$ cat src/rtl/mips_pkg.sv
// Shared definitions for the single-cycle MIPS core.
//   pc_state_t       : sequencer states (boot, run, halted, fault)
//   INSTR_BYTES      : instruction size in bytes
//   DEFAULT_RESET_PC : default reset vector
package mips_pkg;

  typedef enum logic [1:0] {
    StBoot   = 2'd0,
    StRun    = 2'd1,
    StHalted = 2'd2,
    StFault  = 2'd3
  } pc_state_t;

  localparam int unsigned INSTR_BYTES      = 4;
  localparam logic [31:0] DEFAULT_RESET_PC = 32'h0000_0000;

endpackage

$ cat src/rtl/pc_next_sel.sv
// Combinational next-PC selection.
//   pc_plus4      in  : sequential successor of the current pc
//   branch_taken  in  : branch condition true
//   jump          in  : J/JAL selected
//   jump_reg      in  : JR selected
//   branch_off_sh in  : sign-extended offset, already << 2
//   jump_tgt_sh   in  : 26-bit target, already << 2
//   jr_target     in  : register value for JR
//   next_pc       out : selected next pc (jump_reg > jump > branch > sequential)
//   misaligned    out : JR selected with a non-word-aligned target
module pc_next_sel (
  input  logic [31:0] pc_plus4,
  input  logic        branch_taken,
  input  logic        jump,
  input  logic        jump_reg,
  input  logic [31:0] branch_off_sh,
  input  logic [27:0] jump_tgt_sh,
  input  logic [31:0] jr_target,
  output logic [31:0] next_pc,
  output logic        misaligned
);

  always_comb begin
    next_pc = pc_plus4;
    if (jump_reg) begin
      next_pc = jr_target;
    end else if (jump) begin
      next_pc = {pc_plus4[31:28], jump_tgt_sh};
    end else if (branch_taken) begin
      // Wraps modulo 2^32; overflow is not architecturally visible here.
      next_pc = pc_plus4 + branch_off_sh;
    end
  end

  assign misaligned = jump_reg && (jr_target[1:0] != 2'b00);

endmodule

$ cat src/rtl/pc_sequencer.sv
// Program-counter stage: holds the PC, picks the next PC, sequences
// boot/run/halted/fault and counts retired instructions.
//   clk, reset (sync, active-high)
//   stall, halt, branch_taken, jump, jump_reg : control inputs
//   branch_off_sh, jump_tgt_sh, jr_target     : redirect targets
//   pc, pc_plus4                              : current pc and its successor
//   fetch_valid                               : pc addresses a real instruction
//   fault                                     : sticky misaligned-JR flag
//   retired                                   : retired-instruction counter
module pc_sequencer
  import mips_pkg::*;
#(
  parameter logic [31:0] RESET_PC = DEFAULT_RESET_PC,
  parameter int unsigned CNT_W    = 32
) (
  input  logic             clk,
  input  logic             reset,
  input  logic             stall,
  input  logic             halt,
  input  logic             branch_taken,
  input  logic             jump,
  input  logic             jump_reg,
  input  logic [31:0]      branch_off_sh,
  input  logic [27:0]      jump_tgt_sh,
  input  logic [31:0]      jr_target,
  output logic [31:0]      pc,
  output logic [31:0]      pc_plus4,
  output logic             fetch_valid,
  output logic             fault,
  output logic [CNT_W-1:0] retired
);

  pc_state_t        state_q, state_d;
  logic [31:0]      pc_q, pc_d;
  logic [CNT_W-1:0] retired_q, retired_d;
  logic             fault_q, fault_d;
  logic             fetch_valid_q;
  logic [31:0]      next_pc;
  logic             misaligned;

  assign pc_plus4 = pc_q + 32'(INSTR_BYTES);

  pc_next_sel u_next_sel (
    .pc_plus4      (pc_plus4),
    .branch_taken  (branch_taken),
    .jump          (jump),
    .jump_reg      (jump_reg),
    .branch_off_sh (branch_off_sh),
    .jump_tgt_sh   (jump_tgt_sh),
    .jr_target     (jr_target),
    .next_pc       (next_pc),
    .misaligned    (misaligned)
  );

  always_comb begin
    state_d   = state_q;
    pc_d      = pc_q;
    retired_d = retired_q;
    fault_d   = fault_q;
    unique case (state_q)
      StBoot: state_d = StRun;
      StRun: begin
        // Stall outranks everything, including halt and fault detection.
        if (!stall) begin
          if (halt) begin
            retired_d = retired_q + 1'b1;
            state_d   = StHalted;
          end else if (misaligned) begin
            fault_d = 1'b1;
            state_d = StFault;
          end else begin
            pc_d      = {next_pc[31:2], 2'b00};
            retired_d = retired_q + 1'b1;
          end
        end
      end
      // Halted and fault are terminal until reset.
      StHalted, StFault: ;
      default: state_d = StBoot;
    endcase
  end

  always_ff @(posedge clk) begin
    if (reset) begin
      state_q       <= StBoot;
      pc_q          <= {RESET_PC[31:2], 2'b00};
      retired_q     <= '0;
      fault_q       <= 1'b0;
      fetch_valid_q <= 1'b0;
    end else begin
      state_q       <= state_d;
      pc_q          <= pc_d;
      retired_q     <= retired_d;
      fault_q       <= fault_d;
      fetch_valid_q <= (state_d == StRun);
    end
  end

  assign pc          = pc_q;
  assign fetch_valid = fetch_valid_q;
  assign fault       = fault_q;
  assign retired     = retired_q;

endmodule

$ cat config.mk
export PLATFORM = sky130hd
export DESIGN_NAME = pc_sequencer
export DESIGN_NICKNAME = d
export VERILOG_FILES = /design/src/rtl/mips_pkg.sv /design/src/rtl/pc_next_sel.sv /design/src/rtl/pc_sequencer.sv
export SDC_FILE = /design/constraint.sdc
export NUM_CORES = 1
export LEC_CHECK = 0
export ABC_CLOCK_PERIOD_IN_PS = 10700
export BUFFER_PORTS_ARGS = -buffer_cell sky130_fd_sc_hd__buf_2
export CAP_MARGIN = 25
export CORE_UTILIZATION = 45
export CTS_BUF_LIST = sky130_fd_sc_hd__clkbuf_8
export DETAILED_ROUTE_END_ITERATION = 8
export GPL_TIMING_DRIVEN = 0
export PLACE_DENSITY = 0.73
export SLEW_MARGIN = 20
export SYNTH_ARGS = -nofsm -noshare
export SYNTH_HDL_FRONTEND = slang
export SYNTH_HIERARCHICAL = 1
export SYNTH_SLANG_ARGS = --single-unit
$ cat constraint.sdc
create_clock -name clk -period 10.7 [get_ports clk]
set_clock_uncertainty 0.15 [all_clocks]
set_input_delay 1.07 -clock clk [delete_from_list [all_inputs] [get_ports clk]]
set_output_delay 1.07 -clock clk [all_outputs]
set_load 0.01 [all_outputs]
Yosys cells after proc, flatten, opt, wreduce, memory -nomap -nowiden
Index checks and enable logic that the tools add are counted.

cells by class
  multipliers = 0
  shift-type cells = 0
  equality and inequality tests = 3
  order comparisons = 0
  reduce and logical (&&, ||, !) cells = 6
  div/mod/pow operators = 0
  bitwise gates (word level) = 3
  add/sub/neg operators = 3
  multiplexer cells = 9

operators with widths
  kind                                                 number
  2-to-1 mux 32 bit                                    5
  adder 32 x 1 -> 32 bit, second input constant        1
  adder 32 x 3 -> 32 bit, second input constant        1
  adder 32 bit                                         1
  AND reduction 4 bit                                  2
  2-to-1 mux 2 bit                                     3
  equality test 2 x 1 -> 1 bit, second input constant  2
  case mux 2 bit (2 select lines)                      1
  NOT 1 bit                                            3
  AND reduction 3 bit                                  1
  zero test 2 bit                                      1
  != test 2 bit, second input constant                 1
  nonzero test 2 bit                                   1
  logical AND 1 bit                                    1

word-level totals
  bits in latches = 0
  memory bits (read-only) = 0
  bits in writable memories = 0
  word-level logic and storage cells = 29
  memories kept = 0
  bits in registers = 66
  input port bits = 99
  output and inout bits = 98

Depth between registers and ports, before layout
Gate-level depths: netlist (run 1).

  depth after elaboration = 7
  depth in mapped cells = 18
  mapped depth without buffers = 17

By module
The synthesis (run 1) kept the hierarchy.

modules (own cells, without submodules)
  module        instances  area each (µm²)  cells an instance  sequential area each (µm²)
  pc_sequencer  1          3166.8           407                1321.3
  pc_next_sel   1          2487.4           370                0.0

Worst setup path before layout (run 1)
Ideal clock, no wire load.

  kind = reg2reg
  start = reg pc_q[2] (netlist: pc[2])
  end = reg pc_q[29] (netlist: pc[29])
  path slack = 6.443 ns
  setup time = 0.132 ns
  stages on the path, launching flop included = 19
  data arrival time = 3.975 ns
  required time = 10.418 ns
  buffers on the path = 1
  clock period less this slack = 4.257 ns
  path through = dfxtp_1 > ha_1 > inv_1 > nor4_1 > nand3_1 > nor3_1 > xor2_1 > ha_1 > clkbuf_1 > a21o_1 > a21o_1 > a21o_1 > a2111oi_0 > nor2_1 > a311oi_1 > mux2i_1 > nand3_1 > nand2_1 > a21oi_1

between the ends
  cells in the longest elaborated chain, start to end = 5

RTL lines
  item                    RTL line            source
  start, declared         pc_sequencer.sv:34  logic [31:0] pc_q, pc_d;
  start signal, assigned  pc_sequencer.sv:86  pc_q <= {RESET_PC[31:2], 2'b00};
  start signal, assigned  pc_sequencer.sv:92  pc_q <= pc_d;
  adder 32 x 3 -> 32 bit  pc_sequencer.sv:41  assign pc_plus4 = pc_q + 32'(INSTR_BYTES);
  named net pc_plus4[22]  pc_sequencer.sv:27  output logic [31:0] pc_plus4,
  adder 32 bit            pc_next_sel.sv:31   next_pc = pc_plus4 + branch_off_sh;
  2-to-1 mux 32 bit       pc_next_sel.sv:29   end else if (branch_taken) begin
  2-to-1 mux 32 bit       pc_next_sel.sv:27   end else if (jump) begin
  2-to-1 mux 32 bit       pc_next_sel.sv:25   if (jump_reg) begin
  named net next_pc[29]   pc_sequencer.sv:38  logic [31:0] next_pc;

The timed path passes the listed nets, and every way through them passes these cells.
A chain may end at the register's enable or synchronous reset.

Worst setup path after layout (run 1)
  start = reg pc_q[2] (netlist: pc[2])
  end = reg pc_q[29] (netlist: pc[29])

between the ends
  cells in the longest elaborated chain, start to end = 5

RTL lines
  item                        RTL line
  adder 32 x 3 -> 32 bit (*)  pc_sequencer.sv:41
  adder 32 bit                pc_next_sel.sv:31
  2-to-1 mux 32 bit           pc_next_sel.sv:29
  2-to-1 mux 32 bit (*)       pc_next_sel.sv:27
  2-to-1 mux 32 bit (*)       pc_next_sel.sv:25
  named net next_pc[29]       pc_sequencer.sv:38

Mark *: on every way through the listed nets, which the timed path passes. The rest lies on a longest branch.

==> results of run 1 <==
-- metal layers --
metal / global-route usage / part of all wire / vias to the layer above
met5: 0 / 0 / -
met4: 0.125 / 0.033 / 0
met3: 0.0473 / 0.076 / 45
met2: 0.443 / 0.44 / 283
met1: 0.365 / 0.45 / 2844
li1: - / - / 3136
-- metrics by stage --
step	power, mW	hold WS [ps]
6_report	0.626	335
5_1_grt	0.659	352
4_1_cts	0.629	330
3_5_place_dp	0.398	307
3_3_place_gp	0.397	311
2_1_floorplan	0.348	312
-- sequential cells by signal (all words and copies together) (netlist names) --
| name | cells |
|---|---|
| retired | 32 |
| state_q | 2 |
| fault | 1 |
| pc | 30 |
| fetch_valid | 1 |
-- worst min path at each step --
stage	to
2_1_floorplan	fetch_valid
3_5_place_dp	fault
6_report	fault
3_3_place_gp	fault
4_1_cts	fault
5_1_grt	fault
-- power by group through the flow --
stage                     combinational [mW]  clock, mW  sequential [mW]
final                                  0.141      0.229            0.255
after global placement                 0.137          0            0.261
after detailed placement               0.137          0            0.261
after CTS                              0.138      0.235            0.255
after global routing                   0.155      0.249            0.256
after floorplan                       0.0864          0            0.261
-- worst min-delay path, delay by kind of cell, from the launching register on --
family	cells	cell delay [ps]
compound gates	1	40
flops	1	330
simple gates	1	80
-- layout make-up --
cell class                 instances  area, um2  area share
timing repair buffer             189        946       0.135
multi-input combinational        650       4060       0.581
buffer                            41        176      0.0252
inverter                          16       60.1     0.00858
clock buffer                      11        151      0.0216
clock inverter                     4       67.6     0.00966
tap                              168        210      0.0300
sequential                        66       1320       0.189
==> results.cfg, run 1 <==
[run_status]
status = finished clean

[route]
viasPerCell = 5.51
post-route-drc-count = 0
finalWirelength_um = 17900
drt_iter0_drc = 471
wire_per_inst_um = 15.6
firstDrtPassIters = 6
num_vias = 6308
ant_nets = 0

[critical_path]
end_kind = flip-flop
reg2regPathDepth = 18
worstPathMaxFanout = 8
cp_slowest_stage_delay_ps = 640
cp_cell_sequence = ha_1, inv_1, nor4_1, nand3_1, nor3_1, xor2_1, ha_1, clkbuf_1, a21o_1, a21o_1, a21o_1, a2111oi_0, nor2_1, a311oi_1, mux2i_1, nand3_1, nand2_1, a21oi_1
crit_start = pc[2]
timing.rr.end = pc[29]
crit_cells = 18
worst_path_most_repeated_cell = a21o_1
critPathBufInv = 2
crit_path_start_kind = flip-flop
crit_required_ps = 10760
cp_slowest_cell = nor4_1
crit_end = pc[29]
reg2reg_slack_ps = 5530
timing.rr.start = pc[2]
arrival_ps = 5220
crit_family = simple AND/OR/NAND/NOR gates
worst-setup-path-type = flip-flop to flip-flop

[clocking]
clock_sinks = 66
clk_pin_slew_worst_paths_ps = 60
insertion_delay_ps = 350
post_cts_buffers = 0
cts-root-buf = clkbuf_8
cts_tree = built
cts-buffers-inserted = 9
cts_max_level = 3
cts.repair.resized = 0
clock_path_buffers = 2
holdBufCountCts = 0

[timing]
setup_viol_count_final = 0
worstMarginPinSlew_ps = 709
rsz0062_at_grt = no
maxSlewViolCount = 0
fin_crit_ps = 5170
max-slew-margin-rel = 0.523
post-route-period-util = 0.483
finalSetupTns_ps = 0
finalHoldViolCount = 0
finalWorstSetupSlack_ps = 5530
fmax_ghz = 0.194

[power_and_ir_drop]
switchingPower_uw = 176
netSwitchingFraction = 0.281
p_per_area_mw_per_mm2 = 89.4
ir_drop_mv = 0.0931
p_clk_frac = 0.366
combPwrFrac = 0.225
p_int_uw = 450
power_frac_seq = 0.408
p_leak_nw = 3.29

[cells_and_area]
drive_gt1_frac = 0.227
postLayoutCellArea_mm2 = 0.00700
final_cells = 1145
final_util = 0.580
nNetsFinal = 1106
final_common_cell = buf_2
final_cell_mix = buf_2 (189), nand2_1 (132), a21oi_1 (73), dfxtp_1 (66), nor2_1 (57)
fill_cells = 1214
synthToLayoutAreaGrowth_pct = 25.0
num_antenna_cells = 0

[floorplanning]
ioPinCount = 197
die_w_um = 114
die_area_mm2 = 0.0129
die_y_um = 114
rows = 40
start_util = 0.464
core_mm2 = 0.0121

[placement]
placed_area_mm2 = 0.00678
dp_cells = 1130
portBuffers = 189
place_ws_ps = 5600
gp_congestion = 0.970
hpwlAfterDp_um = 14500

[global_routing]
overflow = 0
antenna_found_initial = 0
grt_max_degree = 11
grt_pass1_vias = 5729
grt_usage = 0.277
grt_pass1_wl_um = 28300

[logic_synthesis]
synth.avg_cell_area_um2 = 7.30
netlist_area_mm2 = 0.00560
synth_cells = 767
yosys_warnings = 6

[worst_hold_path]
hp-class = flip-flop to flip-flop
holdPathStages = 2
hp-start = fault

[flow_run]
maxCapViolations = 0
Power figures use the tool's default switching activity.
==> run 2: changes to the inputs <==
ABC_CLOCK_PERIOD_IN_PS = 4750   (was 10700)
PLACE_DENSITY = 0.76   (was 0.73)
clock period = 4.75 ns   (was 10.7 ns; I/O delays follow)
==> results.cfg, run 2 (synthesis gave the netlist of run 1 again) <==
[route]
drt_iter0_drc = 601
wire_per_inst_um = 15.7
finalWirelength_um = 18000
ant_nets = 0
firstDrtPassIters = 6
post-route-drc-count = 0
num_vias = 6295
viasPerCell = 5.48

[worst_hold_path]
hp-class = primary input to flip-flop
holdPathStages = 2
min_to = state_q[0]
hp-start = halt

[critical_path]
reg2regPathDepth = 19
end_kind = flip-flop
timing.rr.end = pc[29]
crit_required_ps = 4810
worstPathMaxFanout = 8
reg2reg_slack_ps = 190
cp_slowest_cell = dfxtp_1
cp_slowest_stage_delay_ps = 440
cp_cell_sequence = ha_1, inv_1, nor4_4, nand3_2, nor3_2, xor2_1, buf_4, ha_1, clkbuf_1, a21o_1, a21o_1, a21o_1, a2111oi_0, nor2_1, a311oi_2, mux2i_1, nand3_1, nand2_1, a21oi_1
crit_path_start_kind = flip-flop
arrival_ps = 4620
timing.rr.start = pc[2]
worst_path_most_repeated_cell = a21o_1
worst-setup-path-type = flip-flop to flip-flop

[timing]
setup_viol_count_final = 0
finalSetupTns_ps = 0
post-route-period-util = 0.959
maxSlewViolCount = 0
worstMarginPinSlew_ps = 597
finalWorstSetupSlack_ps = 194
finalHoldViolCount = 0
fmax_ghz = 0.219
holdWs_ps = 233
fin_crit_ps = 4560
max-slew-margin-rel = 0.602

[cells_and_area]
largest_register_ff_count = 32
drive_gt1_frac = 0.234
nNetsFinal = 1108
fill_cells = 1187
synthToLayoutAreaGrowth_pct = 25.1
num_antenna_cells = 0
final_cell_mix = buf_2 (189), nand2_1 (132), a21oi_1 (73), dfxtp_1 (66), nor2_1 (57)
postLayoutCellArea_mm2 = 0.00700
final_common_cell = buf_2
final_cells = 1148

[global_routing]
grt_max_degree = 11
grt_usage = 0.276
grt_pass1_wl_um = 28100
grt_pass1_vias = 5666
antenna_found_initial = 0
overflow = 0

[placement]
hpwlAfterDp_um = 14500
portBuffers = 189
place_ws_ps = -266
placed_area_mm2 = 0.00678
gp_congestion = 0.971
dp_cells = 1130

[power_and_ir_drop]
p_leak_nw = 3.30
ir_drop_mv = 0.156
p_per_area_mw_per_mm2 = 184

[floorplanning]
start_util = 0.464
core_mm2 = 0.0121
die_y_um = 114
rows = 40
die_w_um = 114
ioPinCount = 197
die_area_mm2 = 0.0129

[clocking]
cts_max_level = 3
cts-buffers-inserted = 9
holdBufCountCts = 0
cts_tree = built
clock_sinks = 66
clock_path_buffers = 2
insertion_delay_ps = 340
cts-root-buf = clkbuf_8
clk_pin_slew_worst_paths_ps = 70

[run_status]
status = finished clean

[flow_run]
maxCapViolations = 0
## run 2: changes by cell type in the layout (fill, tap and decap cells not counted), moves of 2 or more
cell,delta
buf_4,+2
bufinv_16,-2
inv_1,+2
nor4_1,-2
## run 2: report_power, final
group	switching, mW	total (mW)	internal [mW]
registers	0.0122	0.575	0.563
logic	0.185	0.319	0.134
clock network	0.203	0.398	0.195
total	0.400	1.29	0.892
## run 2: cell type report
cell class | instances | area, um2 | area share
Inverter | 16 | 60.1 | 0.00858
Buffer | 41 | 176 | 0.0252
Multi-Input combinational cell | 650 | 4110 | 0.587
Timing Repair Buffer | 191 | 961 | 0.137
Sequential cell | 66 | 1320 | 0.189
Clock buffer | 10 | 138 | 0.0197
Clock inverter | 6 | 27.5 | 0.00393
Tap cell | 168 | 210 | 0.0300
## run 2: stage by stage
stage / total power [mW] / utilization
6_report: 1.29 / 0.581
5_1_grt: 1.36 / 0.581
4_1_cts: 1.30 / 0.577
3_5_place_dp: 0.896 / 0.562
3_3_place_gp: 0.894 / 0.562
2_1_floorplan: 0.783 / -
## run 2: worst max-delay path by stage
stage / from / endpoint / slack [ps] / depth (start not counted)
final: pc[2] / pc[29] / 190 / 19
after global routing: pc[2] / pc[29] / -60 / 19
after global placement: pc[2] / pc[29] / -170 / 18
after CTS: pc[4] / pc[29] / 80 / 16
after detailed placement: pc[2] / pc[29] / -270 / 18
after floorplan: pc[2] / pc[29] / 490 / 18
## run 2: metal layers
layer  share of wire  GRT usage  routed length, um
met3           0.079     0.0484               1420
met4           0.023     0.0886                424
met1            0.44      0.363               7860
met5               0          0                  0
met2            0.46      0.459               8340
## run 2: critical path: cells and delay by family, from the launching register on
family | cells | cell delay [ps]
fa+ha+maj | 2 | 470
buf+inv | 3 | 470
flops | 1 | 440
xor+xnor | 1 | 170
simple gates | 6 | 1080
compound gates | 6 | 1400
mux | 1 | 250
## run 2: what timing repair did
| action | in CTS | in global routing |
|---|---|---|
| buffers inserted | 2 | 0 |
| pin swaps | 1 | 0 |
| resized for setup | 1 | 6 |
| endpoints found under the setup margin | 1 | 4 |
